[src/rtl/fp_pkg.sv]
// Shared types and field helpers for the parametrised floating-point adder.
// The helpers take a zero-extended word plus the field widths, so one set of
// functions serves every EXP_W/MAN_W instantiation.
package fp_pkg;

    typedef enum logic [2:0] {
        IDLE,
        UNPACK,
        ALIGN,
        ADD,
        NORM,
        ROUND,
        DONE
    } state_t;

    typedef struct packed {
        logic invalid;
        logic overflow;
        logic inexact;
    } fp_flags_t;

    // Widest packed word the helpers can inspect.
    localparam int MAX_W = 128;

    function automatic logic [MAX_W-1:0] low_mask(input int n);
        return ~({MAX_W{1'b1}} << n);
    endfunction

    function automatic logic [MAX_W-1:0] exp_field(input logic [MAX_W-1:0] w, input int exp_w, input int man_w);
        return (w >> man_w) & low_mask(exp_w);
    endfunction

    function automatic logic [MAX_W-1:0] frac_field(input logic [MAX_W-1:0] w, input int man_w);
        return w & low_mask(man_w);
    endfunction

    function automatic logic is_nan(input logic [MAX_W-1:0] w, input int exp_w, input int man_w);
        return (exp_field(w, exp_w, man_w) == low_mask(exp_w)) && (frac_field(w, man_w) != '0);
    endfunction

    // Signalling NaNs have the fraction MSB clear.
    function automatic logic is_snan(input logic [MAX_W-1:0] w, input int exp_w, input int man_w);
        return is_nan(w, exp_w, man_w) && !w[man_w-1];
    endfunction

    function automatic logic is_inf(input logic [MAX_W-1:0] w, input int exp_w, input int man_w);
        return (exp_field(w, exp_w, man_w) == low_mask(exp_w)) && (frac_field(w, man_w) == '0);
    endfunction

    function automatic logic is_zero(input logic [MAX_W-1:0] w, input int exp_w, input int man_w);
        return (exp_field(w, exp_w, man_w) == '0) && (frac_field(w, man_w) == '0);
    endfunction

    // Canonical quiet NaN: sign set, exponent all ones, fraction MSB set.
    function automatic logic [MAX_W-1:0] qnan(input int exp_w, input int man_w);
        logic [MAX_W-1:0] one;
        one = {{(MAX_W-1){1'b0}}, 1'b1};
        return (one << (exp_w + man_w)) | (low_mask(exp_w) << man_w) | (one << (man_w - 1));
    endfunction

endpackage

[src/rtl/fp_lzc.sv]
// Combinational leading-zero counter; an all-zero input reports N.
module fp_lzc #(
    parameter int N  = 57,
    parameter int CW = $clog2(N + 1)
) (
    input  logic [N-1:0]  din,
    output logic [CW-1:0] count
);

    // Scan upward so the highest set bit determines the final count.
    always_comb begin
        count = CW'(N);
        for (int i = 0; i < N; i++) begin
            if (din[i]) count = CW'(N - 1 - i);
        end
    end

endmodule

[src/rtl/fp_add_sub_param.sv]
// Multi-cycle IEEE-754 adder/subtractor with RNE rounding, subnormal support,
// exception flags and valid/ready handshakes on both sides. Specials resolve
// at the start of the ALIGN cycle; the normal path finishes out of ROUND.
module fp_add_sub_param
    import fp_pkg::*;
#(
    parameter int EXP_W = 11,
    parameter int MAN_W = 52
) (
    input  logic                   Clock,
    input  logic                   Reset,
    input  logic                   in_valid,
    output logic                   in_ready,
    input  logic [EXP_W+MAN_W:0]   op_a,
    input  logic [EXP_W+MAN_W:0]   op_b,
    input  logic                   sub,
    output logic                   out_valid,
    input  logic                   out_ready,
    output logic [EXP_W+MAN_W:0]   result,
    output logic [2:0]             flags
);

    localparam int W  = 1 + EXP_W + MAN_W;
    localparam int MW = MAN_W + 4;          // hidden + fraction + guard/round/sticky
    localparam int SW = MAN_W + 5;          // MW plus a carry bit
    localparam int EW = EXP_W + 2;          // signed working exponent
    localparam int CW = $clog2(SW + 1);
    localparam logic signed [EW-1:0] EXP_MAX = EW'((1 << EXP_W) - 1);

    state_t                state_reg, state_next;
    logic                  in_ready_reg, in_ready_next;
    logic                  out_valid_reg, out_valid_next;
    logic [W-1:0]          result_reg, result_next;
    fp_flags_t             flags_reg, flags_next;
    logic [W-1:0]          a_reg, a_next, b_reg, b_next;
    logic                  sign_a_reg, sign_a_next, sign_b_reg, sign_b_next;
    logic signed [EW-1:0]  exp_a_reg, exp_a_next, exp_b_reg, exp_b_next;
    logic [MW-1:0]         man_a_reg, man_a_next, man_b_reg, man_b_next;
    logic [SW-1:0]         sum_reg, sum_next;
    logic signed [EW-1:0]  exp_r_reg, exp_r_next;
    logic                  sign_r_reg, sign_r_next;

    logic [MAX_W-1:0]      a_ext, b_ext;
    logic                  nan_a, nan_b, snan_a, snan_b, inf_a, inf_b, zero_a, zero_b;
    logic                  swap;
    logic signed [EW-1:0]  exp_diff;
    int                    shamt;
    logic [2*MW-1:0]       shifted;
    logic [SW-1:0]         sum_raw;
    logic [CW-1:0]         lz;
    int                    norm_shift;
    logic                  round_up, inexact;
    logic [MAN_W+1:0]      mant_rnd;
    logic signed [EW-1:0]  exp_rnd;

    assign a_ext  = {{(MAX_W-W){1'b0}}, a_reg};
    assign b_ext  = {{(MAX_W-W){1'b0}}, b_reg};
    assign nan_a  = is_nan(a_ext, EXP_W, MAN_W);
    assign nan_b  = is_nan(b_ext, EXP_W, MAN_W);
    assign snan_a = is_snan(a_ext, EXP_W, MAN_W);
    assign snan_b = is_snan(b_ext, EXP_W, MAN_W);
    assign inf_a  = is_inf(a_ext, EXP_W, MAN_W);
    assign inf_b  = is_inf(b_ext, EXP_W, MAN_W);
    assign zero_a = is_zero(a_ext, EXP_W, MAN_W);
    assign zero_b = is_zero(b_ext, EXP_W, MAN_W);

    fp_lzc #(.N(SW), .CW(CW)) u_lzc (
        .din   (sum_reg),
        .count (lz)
    );

    assign in_ready  = in_ready_reg;
    assign out_valid = out_valid_reg;
    assign result    = result_reg;
    assign flags     = flags_reg;

    // Next-state and datapath: shared arithmetic first, then the per-state updates.
    always_comb begin
        state_next     = state_reg;
        in_ready_next  = in_ready_reg;
        out_valid_next = out_valid_reg;
        result_next    = result_reg;
        flags_next     = flags_reg;
        a_next         = a_reg;
        b_next         = b_reg;
        sign_a_next    = sign_a_reg;
        sign_b_next    = sign_b_reg;
        exp_a_next     = exp_a_reg;
        exp_b_next     = exp_b_reg;
        man_a_next     = man_a_reg;
        man_b_next     = man_b_reg;
        sum_next       = sum_reg;
        exp_r_next     = exp_r_reg;
        sign_r_next    = sign_r_reg;

        // Alignment: the larger magnitude becomes A, B is shifted with sticky collection.
        swap     = (exp_b_reg > exp_a_reg) || ((exp_b_reg == exp_a_reg) && (man_b_reg > man_a_reg));
        exp_diff = swap ? (exp_b_reg - exp_a_reg) : (exp_a_reg - exp_b_reg);
        shamt    = (exp_diff > EW'(MW)) ? MW : int'(exp_diff);
        shifted  = {(swap ? man_a_reg : man_b_reg), {MW{1'b0}}} >> shamt;

        // Magnitude add or subtract; A is never smaller than B here.
        sum_raw = (sign_a_reg == sign_b_reg) ? ({1'b0, man_a_reg} + {1'b0, man_b_reg})
                                             : ({1'b0, man_a_reg} - {1'b0, man_b_reg});

        // Left shift stops at exponent 1 so tiny results become subnormal.
        norm_shift = int'(lz) - 1;
        if (norm_shift > int'(exp_r_reg) - 1) norm_shift = int'(exp_r_reg) - 1;

        // Round to nearest even on guard and round|sticky.
        round_up = sum_reg[2] & (sum_reg[1] | sum_reg[0] | sum_reg[3]);
        inexact  = |sum_reg[2:0];
        mant_rnd = {1'b0, sum_reg[MW-1:3]} + {{(MAN_W+1){1'b0}}, round_up};
        exp_rnd  = exp_r_reg;
        if (mant_rnd[MAN_W+1]) begin
            mant_rnd = mant_rnd >> 1;
            exp_rnd  = exp_r_reg + EW'(1);
        end

        case (state_reg)
            IDLE: begin
                if (in_valid && in_ready_reg) begin
                    a_next        = op_a;
                    b_next        = {op_b[W-1] ^ sub, op_b[W-2:0]};
                    in_ready_next = 1'b0;
                    state_next    = UNPACK;
                end
            end
            UNPACK: begin
                sign_a_next = a_reg[W-1];
                sign_b_next = b_reg[W-1];
                exp_a_next  = (a_reg[W-2:MAN_W] == '0) ? EW'(1) : EW'(a_reg[W-2:MAN_W]);
                exp_b_next  = (b_reg[W-2:MAN_W] == '0) ? EW'(1) : EW'(b_reg[W-2:MAN_W]);
                man_a_next  = {(a_reg[W-2:MAN_W] != '0), a_reg[MAN_W-1:0], 3'b000};
                man_b_next  = {(b_reg[W-2:MAN_W] != '0), b_reg[MAN_W-1:0], 3'b000};
                state_next  = ALIGN;
            end
            ALIGN: begin
                out_valid_next = 1'b1;
                state_next     = DONE;
                flags_next     = '0;
                if (nan_a || nan_b) begin
                    result_next = W'(qnan(EXP_W, MAN_W));
                    flags_next  = '{invalid: snan_a | snan_b, overflow: 1'b0, inexact: 1'b0};
                end else if (inf_a && inf_b && (a_reg[W-1] != b_reg[W-1])) begin
                    result_next = W'(qnan(EXP_W, MAN_W));
                    flags_next  = '{invalid: 1'b1, overflow: 1'b0, inexact: 1'b0};
                end else if (inf_a) begin
                    result_next = a_reg;
                end else if (inf_b) begin
                    result_next = b_reg;
                end else if (zero_a && zero_b) begin
                    result_next = (a_reg[W-1] == b_reg[W-1]) ? a_reg : '0;
                end else if (zero_a) begin
                    result_next = b_reg;
                end else if (zero_b) begin
                    result_next = a_reg;
                end else begin
                    out_valid_next = 1'b0;
                    flags_next     = flags_reg;
                    state_next     = ADD;
                    man_a_next     = swap ? man_b_reg : man_a_reg;
                    exp_a_next     = swap ? exp_b_reg : exp_a_reg;
                    sign_a_next    = swap ? sign_b_reg : sign_a_reg;
                    sign_b_next    = swap ? sign_a_reg : sign_b_reg;
                    man_b_next     = shifted[2*MW-1:MW] | {{(MW-1){1'b0}}, |shifted[MW-1:0]};
                end
            end
            ADD: begin
                if (sum_raw == '0) begin
                    result_next    = '0;
                    flags_next     = '0;
                    out_valid_next = 1'b1;
                    state_next     = DONE;
                end else begin
                    sum_next    = sum_raw;
                    exp_r_next  = exp_a_reg;
                    sign_r_next = sign_a_reg;
                    state_next  = NORM;
                end
            end
            NORM: begin
                if (sum_reg[SW-1]) begin
                    sum_next   = {1'b0, sum_reg[SW-1:1]} | {{(SW-1){1'b0}}, sum_reg[0]};
                    exp_r_next = exp_r_reg + EW'(1);
                end else begin
                    sum_next   = sum_reg << norm_shift;
                    exp_r_next = exp_r_reg - EW'(norm_shift);
                end
                state_next = ROUND;
            end
            ROUND: begin
                if (exp_rnd >= EXP_MAX) begin
                    result_next = {sign_r_reg, {EXP_W{1'b1}}, {MAN_W{1'b0}}};
                    flags_next  = '{invalid: 1'b0, overflow: 1'b1, inexact: 1'b1};
                end else begin
                    result_next = {sign_r_reg, (mant_rnd[MAN_W] ? exp_rnd[EXP_W-1:0] : {EXP_W{1'b0}}),
                                   mant_rnd[MAN_W-1:0]};
                    flags_next  = '{invalid: 1'b0, overflow: 1'b0, inexact: inexact};
                end
                out_valid_next = 1'b1;
                state_next     = DONE;
            end
            DONE: begin
                if (out_ready) begin
                    out_valid_next = 1'b0;
                    in_ready_next  = 1'b1;
                    state_next     = IDLE;
                end
            end
            default: state_next = IDLE;
        endcase
    end

    // FSM state register.
    always_ff @(posedge Clock or posedge Reset) begin
        if (Reset) state_reg <= IDLE;
        else       state_reg <= state_next;
    end

    // Handshake, result and datapath registers; reset drops any operation in flight.
    always_ff @(posedge Clock or posedge Reset) begin
        if (Reset) begin
            in_ready_reg  <= 1'b1;
            out_valid_reg <= 1'b0;
            result_reg    <= '0;
            flags_reg     <= '0;
            a_reg         <= '0;
            b_reg         <= '0;
            sign_a_reg    <= 1'b0;
            sign_b_reg    <= 1'b0;
            exp_a_reg     <= '0;
            exp_b_reg     <= '0;
            man_a_reg     <= '0;
            man_b_reg     <= '0;
            sum_reg       <= '0;
            exp_r_reg     <= '0;
            sign_r_reg    <= 1'b0;
        end else begin
            in_ready_reg  <= in_ready_next;
            out_valid_reg <= out_valid_next;
            result_reg    <= result_next;
            flags_reg     <= flags_next;
            a_reg         <= a_next;
            b_reg         <= b_next;
            sign_a_reg    <= sign_a_next;
            sign_b_reg    <= sign_b_next;
            exp_a_reg     <= exp_a_next;
            exp_b_reg     <= exp_b_next;
            man_a_reg     <= man_a_next;
            man_b_reg     <= man_b_next;
            sum_reg       <= sum_next;
            exp_r_reg     <= exp_r_next;
            sign_r_reg    <= sign_r_next;
        end
    end

endmodule
[config.mk]
export PLATFORM = sky130hd
export DESIGN_NAME = fp_add_sub_param
export DESIGN_NICKNAME = d
export VERILOG_FILES = /design/src/rtl/fp_pkg.sv /design/src/rtl/fp_lzc.sv /design/src/rtl/fp_add_sub_param.sv
export SDC_FILE = /design/constraint.sdc
export NUM_CORES = 2
export LEC_CHECK = 0
export BUFFER_PORTS_ARGS = -buffer_cell sky130_fd_sc_hd__buf_2
export CAP_MARGIN = 25
export CORE_MARGIN = 4
export CORE_UTILIZATION = 55
export DETAILED_ROUTE_END_ITERATION = 16
export GPL_ROUTABILITY_DRIVEN = 1
export HOLD_SLACK_MARGIN = 0.03
export PLACE_DENSITY = 0.76
export SYNTH_ARGS = -nofsm -noshare
export SYNTH_HDL_FRONTEND = slang
export SYNTH_SLANG_ARGS = --single-unit
[constraint.sdc]
create_clock -name Clock -period 22.4 [get_ports Clock]
set_input_delay 2.24 -clock Clock [delete_from_list [all_inputs] [get_ports Clock]]
set_output_delay 2.24 -clock Clock [all_outputs]
set_load 0.005 [all_outputs]
; ---- After elaboration in Yosys (flattened, before gate mapping)
; Cells that the tools add are included.
[op_classes]
addsub = 9
n_lt_le_gt_ge = 5
n_eq_ne = 25
n_shift = 2
mux = 162
bitwise_logic = 8
reduce_logical = 45
[op_table]
columns = op, n
row1 = $mux 56, 16
row2 = $mux 64, 9
row3 = $logic_not 128->1, 4
row4 = $reduce_bool 128->1, 2
row5 = $pmux 56 s2, 2
row6 = $mux 6, 32
row7 = $pmux 64 s3, 1
row8 = $mux 57, 3
row9 = $mux 13, 12
row10 = $pmux 57 s2, 1
row11 = $or 56x1->56, 2
row12 = $shr 112x32->112, 1
row13 = $mux 5, 16
row14 = $mux 32, 2
row15 = $mux 63, 1
row16 = $add 56x56->57, 1
row17 = $logic_not 57->1, 1
row18 = $shl 57x32->57, 1
row19 = $sub 56x56->57, 1
row20 = $gt 56x56->1, 1
row21 = $reduce_or 56->1, 1
row22 = $add 53x1->54, 1
row23 = $mux 53, 1
row24 = $pmux 13 s2, 2
row25 = other kinds (44), 142
[totals]
regBits = 411
input_bits = 133
out_inout_bits = 69
wordCells = 274

; ---- Longest topological paths before layout
[logic_depth]
word_depth = 63
ltp_mapped = 46
depth_no_buf = 41

; ---- Cells and area by module
; A second synthesis with hierarchy kept.
[hier_totals]
cells_unflattened = 4988
area_unflattened_um2 = 37677.4
[by_module_without_submodules]
columns = module, instances, cells_each, area_per_inst_um2, seq_area_each_um2
row1 = fp_add_sub_param, 1, 4869, 36994.2, 10186.0
row2 = fp_lzc, 1, 119, 683.2, 0.0

; ---- Worst setup path before layout
; OpenSTA, ideal clock, no wires.
[synth_path]
path_type = reg-to-reg
start = register sum_reg[5]
end = register exp_r_reg[11]
setup_time_ns = 0.136
t_arrival_ns = 7.446
required_ns = 22.264
path_slack_ns = 14.818
stages_incl_launch_ff = 47
n_path_buf = 6
period_less_slack_ns = 7.582
path_cell_list = dfrtp_1 -> buf_2 -> nor2_1 -> o31ai_1 -> a211oi_1 -> o31ai_1 -> a211oi_1 -> o31ai_1 -> a31oi_1 -> o21ai_0 -> a21oi_1 -> ha_1 -> nand2_1 -> inv_1 -> ha_1 -> a21o_1 -> a21o_1 -> a21oi_1 -> [... 11 more ...] -> clkbuf_1 -> ha_1 -> inv_1 -> o21ai_0 -> a21oi_1 -> o21ai_0 -> and2_1 -> o21ai_0 -> nand2_1 -> a21oi_1 -> nor2_1 -> o21ai_0 -> nand2b_1 -> a21oi_1 -> xor2_1 -> nor2_1 -> a21oi_1 -> o21ai_0
[synth_between]
elab_chain_cells = 58
[synth_rtl]
columns = element, line_no
row1 = from (decl), fp_add_sub_param.sv:39  ; logic [SW-1:0] sum_reg, sum_next;
row2 = from (signal assigned), fp_add_sub_param.sv:252  ; sum_reg <= sum_next;
row3 = $mux 4 * (4 in a row), fp_lzc.sv:14  ; if (din[i]) count = CW'(N - 1 - i);
row4 = $mux 5 * (16 in a row), fp_lzc.sv:14
row5 = $mux 6 * (32 in a row), fp_lzc.sv:14
row6 = $sub 6x1->7 *, fp_add_sub_param.sv:107  ; norm_shift = int'(lz) - 1;
row7 = $gt 7x14->1, fp_add_sub_param.sv:108  ; if (norm_shift > int'(exp_r_reg) - 1) norm_shift = int'(exp_r_reg) - 1;
row8 = $mux 32 *, fp_add_sub_param.sv:108
row9 = $sub 13x13->13 *, fp_add_sub_param.sv:188  ; exp_r_next = exp_r_reg - EW'(norm_shift);
row10 = $mux 13 *, fp_add_sub_param.sv:183  ; if (sum_reg[SW-1]) begin
row11 = $pmux 13 s2 *, fp_add_sub_param.sv:120  ; case (state_reg)
row12 = to (signal assigned), fp_add_sub_param.sv:253  ; exp_r_reg <= exp_r_next;
row13 = to (decl), fp_add_sub_param.sv:40  ; logic signed [EW-1:0] exp_r_reg, exp_r_next;
; Mark *: on every way between the ends. The rest lies on a longest branch, timed or not.
; A chain may end at the register's enable or synchronous reset.

; ---- Worst setup path after layout
[layout_path]
start = register sum_reg[6]
end = register exp_r_reg[9]
[layout_between]
elab_chain_cells = 57
[layout_rtl]
columns = element, line_no
row1 = $mux 4 * (3 in a row), fp_lzc.sv:14
row2 = $mux 5 * (16 in a row), fp_lzc.sv:14
row3 = $mux 6 * (32 in a row), fp_lzc.sv:14
row4 = $sub 6x1->7 *, fp_add_sub_param.sv:107
row5 = $gt 7x14->1, fp_add_sub_param.sv:108
row6 = $mux 32 *, fp_add_sub_param.sv:108
row7 = $sub 13x13->13 *, fp_add_sub_param.sv:188
row8 = $mux 13 *, fp_add_sub_param.sv:183
row9 = $pmux 13 s2 *, fp_add_sub_param.sv:120
; Marks and branches as above.

==> impl_metrics.csv <==
group,metric,value,unit
grt,grt_max_degree,120,
floorplan,die-area,75400,µm²
place,port-buffer-count,201,
floorplan,ios,202,
yosys,synth_area_leader_cell,"dfrtp_1",
sta,report.final.slew_viol_count,0,
grt,grt.total_usage,48.2,%
detailed_routing,totalWireLength,190000,µm
grt,grt_antenna_before_repair,7,
sta,period_share,42.2,%
cells_and_area,final_nets,5255,
cells_and_area,area_growth,8.02,%
sta,clock_skew,0.0455,ns
clock_tree,clk_latency,0.65,ns
yosys,syn_area,39100,µm²
detailed_routing,dr_total_vias,42800,
critical_path,timing.rr.end,"exp_r_reg[9]",
yosys,synth_seq_cells,407,
critical_path,critPathMaxStageDelay,0.71,ns
detailed_routing,postRouteAntennaNets,0,
grt,grt_pass1_wl,271000,µm
status,outcome,"completed",
critical_path,worstPathMaxFanout,15,
yosys,yosysSeqAreaShare,26.0,%
job,cap_violations,0,
critical_path,r2r_slack,12.95,ns
yosys,ys.flop_type,"dfrtp_1",
sta,worst_slew_pin_slew,1.28,ns
sta,setup_viol_count_final,0,
grt,grt_pass1_vias,39100,
yosys,synth_edf_count,0,
yosys,yosysUniqueCellTypes,113,
critical_path,cpMostUsedCell,"a21oi_1",
critical_path,endpoint_kind,"flip-flop",
sta,fin_crit,9.45,ns
detailed_routing,drc_errors,0,
clock_tree,postCtsSetupBuffers,0,
place,place.gp.congestion,1.09,
sta,rsz0062_at_grt,"no",
sta,holdWs,0.498,ns
critical_path,critPathLaunchType,"flip-flop",
critical_path,critPathArrivalTime,9.98,ns
floorplan,core_area,70300,µm²
critical_path,cp.required,22.93,ns
critical_path,worstRegToRegCells,39,
clock_tree,cts_tree,"built",
sta,timing.fmax,106,MHz
yosys,yosys_warnings,0,
clock_tree,post_cts_resized,0,
critical_path,crit_family,"compound AO/OA/AOI/OAI gates",
floorplan,fp-row-count,97,
detailed_routing,drt_iter0_markers,7104,
clock_tree,root_buffer,"clkbuf_16",
sta,relSlewSlack,14.1,%
worst_hold_path,min_path_type,"flip-flop to flip-flop",
floorplan,initial_core_util,55.6,%
yosys,synth_area_leaders,"dfrtp_1 26%, mux2_2 5.7%, mux2i_1 5.5%",
clock_tree,cts_sinks,407,
floorplan,die_h,275,µm
detailed_routing,wl_per_cell,32.0,µm
floorplan,die_w,275,µm
yosys,synth_fp_nets,5327,
clock_tree,htree_levels,2,
critical_path,crit_type,"flip-flop to flip-flop",
cells_and_area,drive_gt1_share,14.3,%
place,hpwlAfterDp,144000,µm
critical_path,slowest_stage,"mux2i_4",
worst_hold_path,hold_path_depth,2,
clock_tree,path_clk_slew,0.07,ns
yosys,synthArstFlopShare,100,%
detailed_routing,drt-pass1-iter-count,7,
critical_path,rr_startpoint,"sum_reg[6]",
yosys,netlist.area_leader.share,26.0,%
detailed_routing,via_per_inst,7.21,
worst_hold_path,min_to,"in_ready",
clock_tree,hold_buffers,0,
yosys,avgSynthCellArea,7.78,µm²
sta,tns,0,ns
clock_tree,cts_max_path_buffers,3,
yosys,netlist_instances,5024,
grt,grt-ovfl-total,0,
worst_hold_path,worstHoldStart,"in_ready",
sta,hold_viol,0,
clock_tree,numCtsBuffers,49,
critical_path,crit_buf_inv,2,
[logic make-up after synthesis]
kind of cell / count (synthesis) / synth area share, %
AOI/OAI and AO/OA: 1607 / 26.9
and+or+nand+nor: 1644 / 19.3
DFF: 407 / 26.0
buffers and inverters: 603 / 6.23
adders and majority gates: 170 / 5.54
muxes: 444 / 12.5
xor gates and xnor gates: 149 / 3.45
[cell usage in the layout, fill, tap and decap left out, types with 138 or more instances in the layout]
cell,synthesis,routed
o21ai_0,305,303
inv_1,181,179
ha_1,165,165
a21oi_1,393,390
nor2_1,495,489
dfrtp_1,406,405
mux2_2,199,199
nand2_1,518,517
nor3_1,138,138
nand3_1,139,139
buf_2,73,202
mux2i_1,213,208
[routing by layer]
layer / share of wire (%) / up-vias / GRT usage [%]
li1: - / 18300 / -
met1: 37 / 20400 / 60.2
met4: 9.4 / 8 / 35.6
met5: 0.044 / - / 0
met3: 13 / 788 / 15.4
met2: 41 / 3294 / 69.7
[stage by stage]
stage / util (%) / setup slack (ns) / cell area, µm² / instances
floorplan: - / 8.84 / 39100 / 5024
global placement: 57.5 / 13.60 / 40400 / 5832
detailed placement: 57.6 / 13.48 / 40400 / 5835
CTS: 60.0 / 13.45 / 42100 / 5927
global route: 60.1 / 12.40 / 42200 / 5933
finish: 60.1 / 12.95 / 42200 / 5937
[synthesized netlist by cell type (all sizes together), types with 23 or more instances]
| library cell | n |
|---|---|
| a211oi | 88 |
| a21o | 52 |
| a21oi | 396 |
| a221oi | 66 |
| a22oi | 90 |
| a31oi | 118 |
| and2 | 27 |
| and3 | 39 |
| buf | 132 |
| clkbuf | 284 |
| dfrtp | 406 |
| ha | 165 |
| inv | 185 |
| mux2 | 227 |
| mux2i | 215 |
| nand2 | 519 |
| nand2b | 30 |
| nand3 | 141 |
| nand4 | 46 |
| nor2 | 497 |
| nor2b | 31 |
| nor3 | 141 |
| nor4 | 80 |
| o211ai | 75 |
| o21a | 27 |
| o21ai | 341 |
| o21bai | 27 |
| o221ai | 23 |
| o22ai | 73 |
| o31ai | 44 |
| xnor2 | 107 |
| xor2 | 42 |
[how the worst max path moves through the flow]
stage                    start      endpoint  slack (ns)  cells after the start
global placement    sum_reg[5]  exp_r_reg[9]       13.60                     40
CTS                 sum_reg[6]  exp_r_reg[9]       13.45                     40
finish              sum_reg[6]  exp_r_reg[9]       12.95                     39
floorplan                Reset      a_reg[0]        8.84                      1
global route        sum_reg[6]  exp_r_reg[9]       12.40                     40
detailed placement  sum_reg[6]  exp_r_reg[9]       13.48                     40
[layout make-up]
| cell class | count | area (µm²) |
|---|---|---|
| antenna | 4 | 10.0 |
| clock buffer | 65 | 1380 |
| clock inverter | 27 | 312 |
| fill | 6323 | 28000 |
| inverter | 187 | 709 |
| multi-input combinational | 4014 | 26700 |
| sequential | 407 | 10200 |
| tap | 940 | 1180 |
| timing repair buffer | 293 | 1760 |
[tightest hold or removal path, delay by kind of cell (launching register included)]
kind             cells  cell delay, ns
AND/OR/NAND/NOR      2            0.10
flip-flops           1            0.39
Power is left out: the tool's default activity adds up to more than one toggle a clock period on the data nets, which glitch-free logic cannot reach.
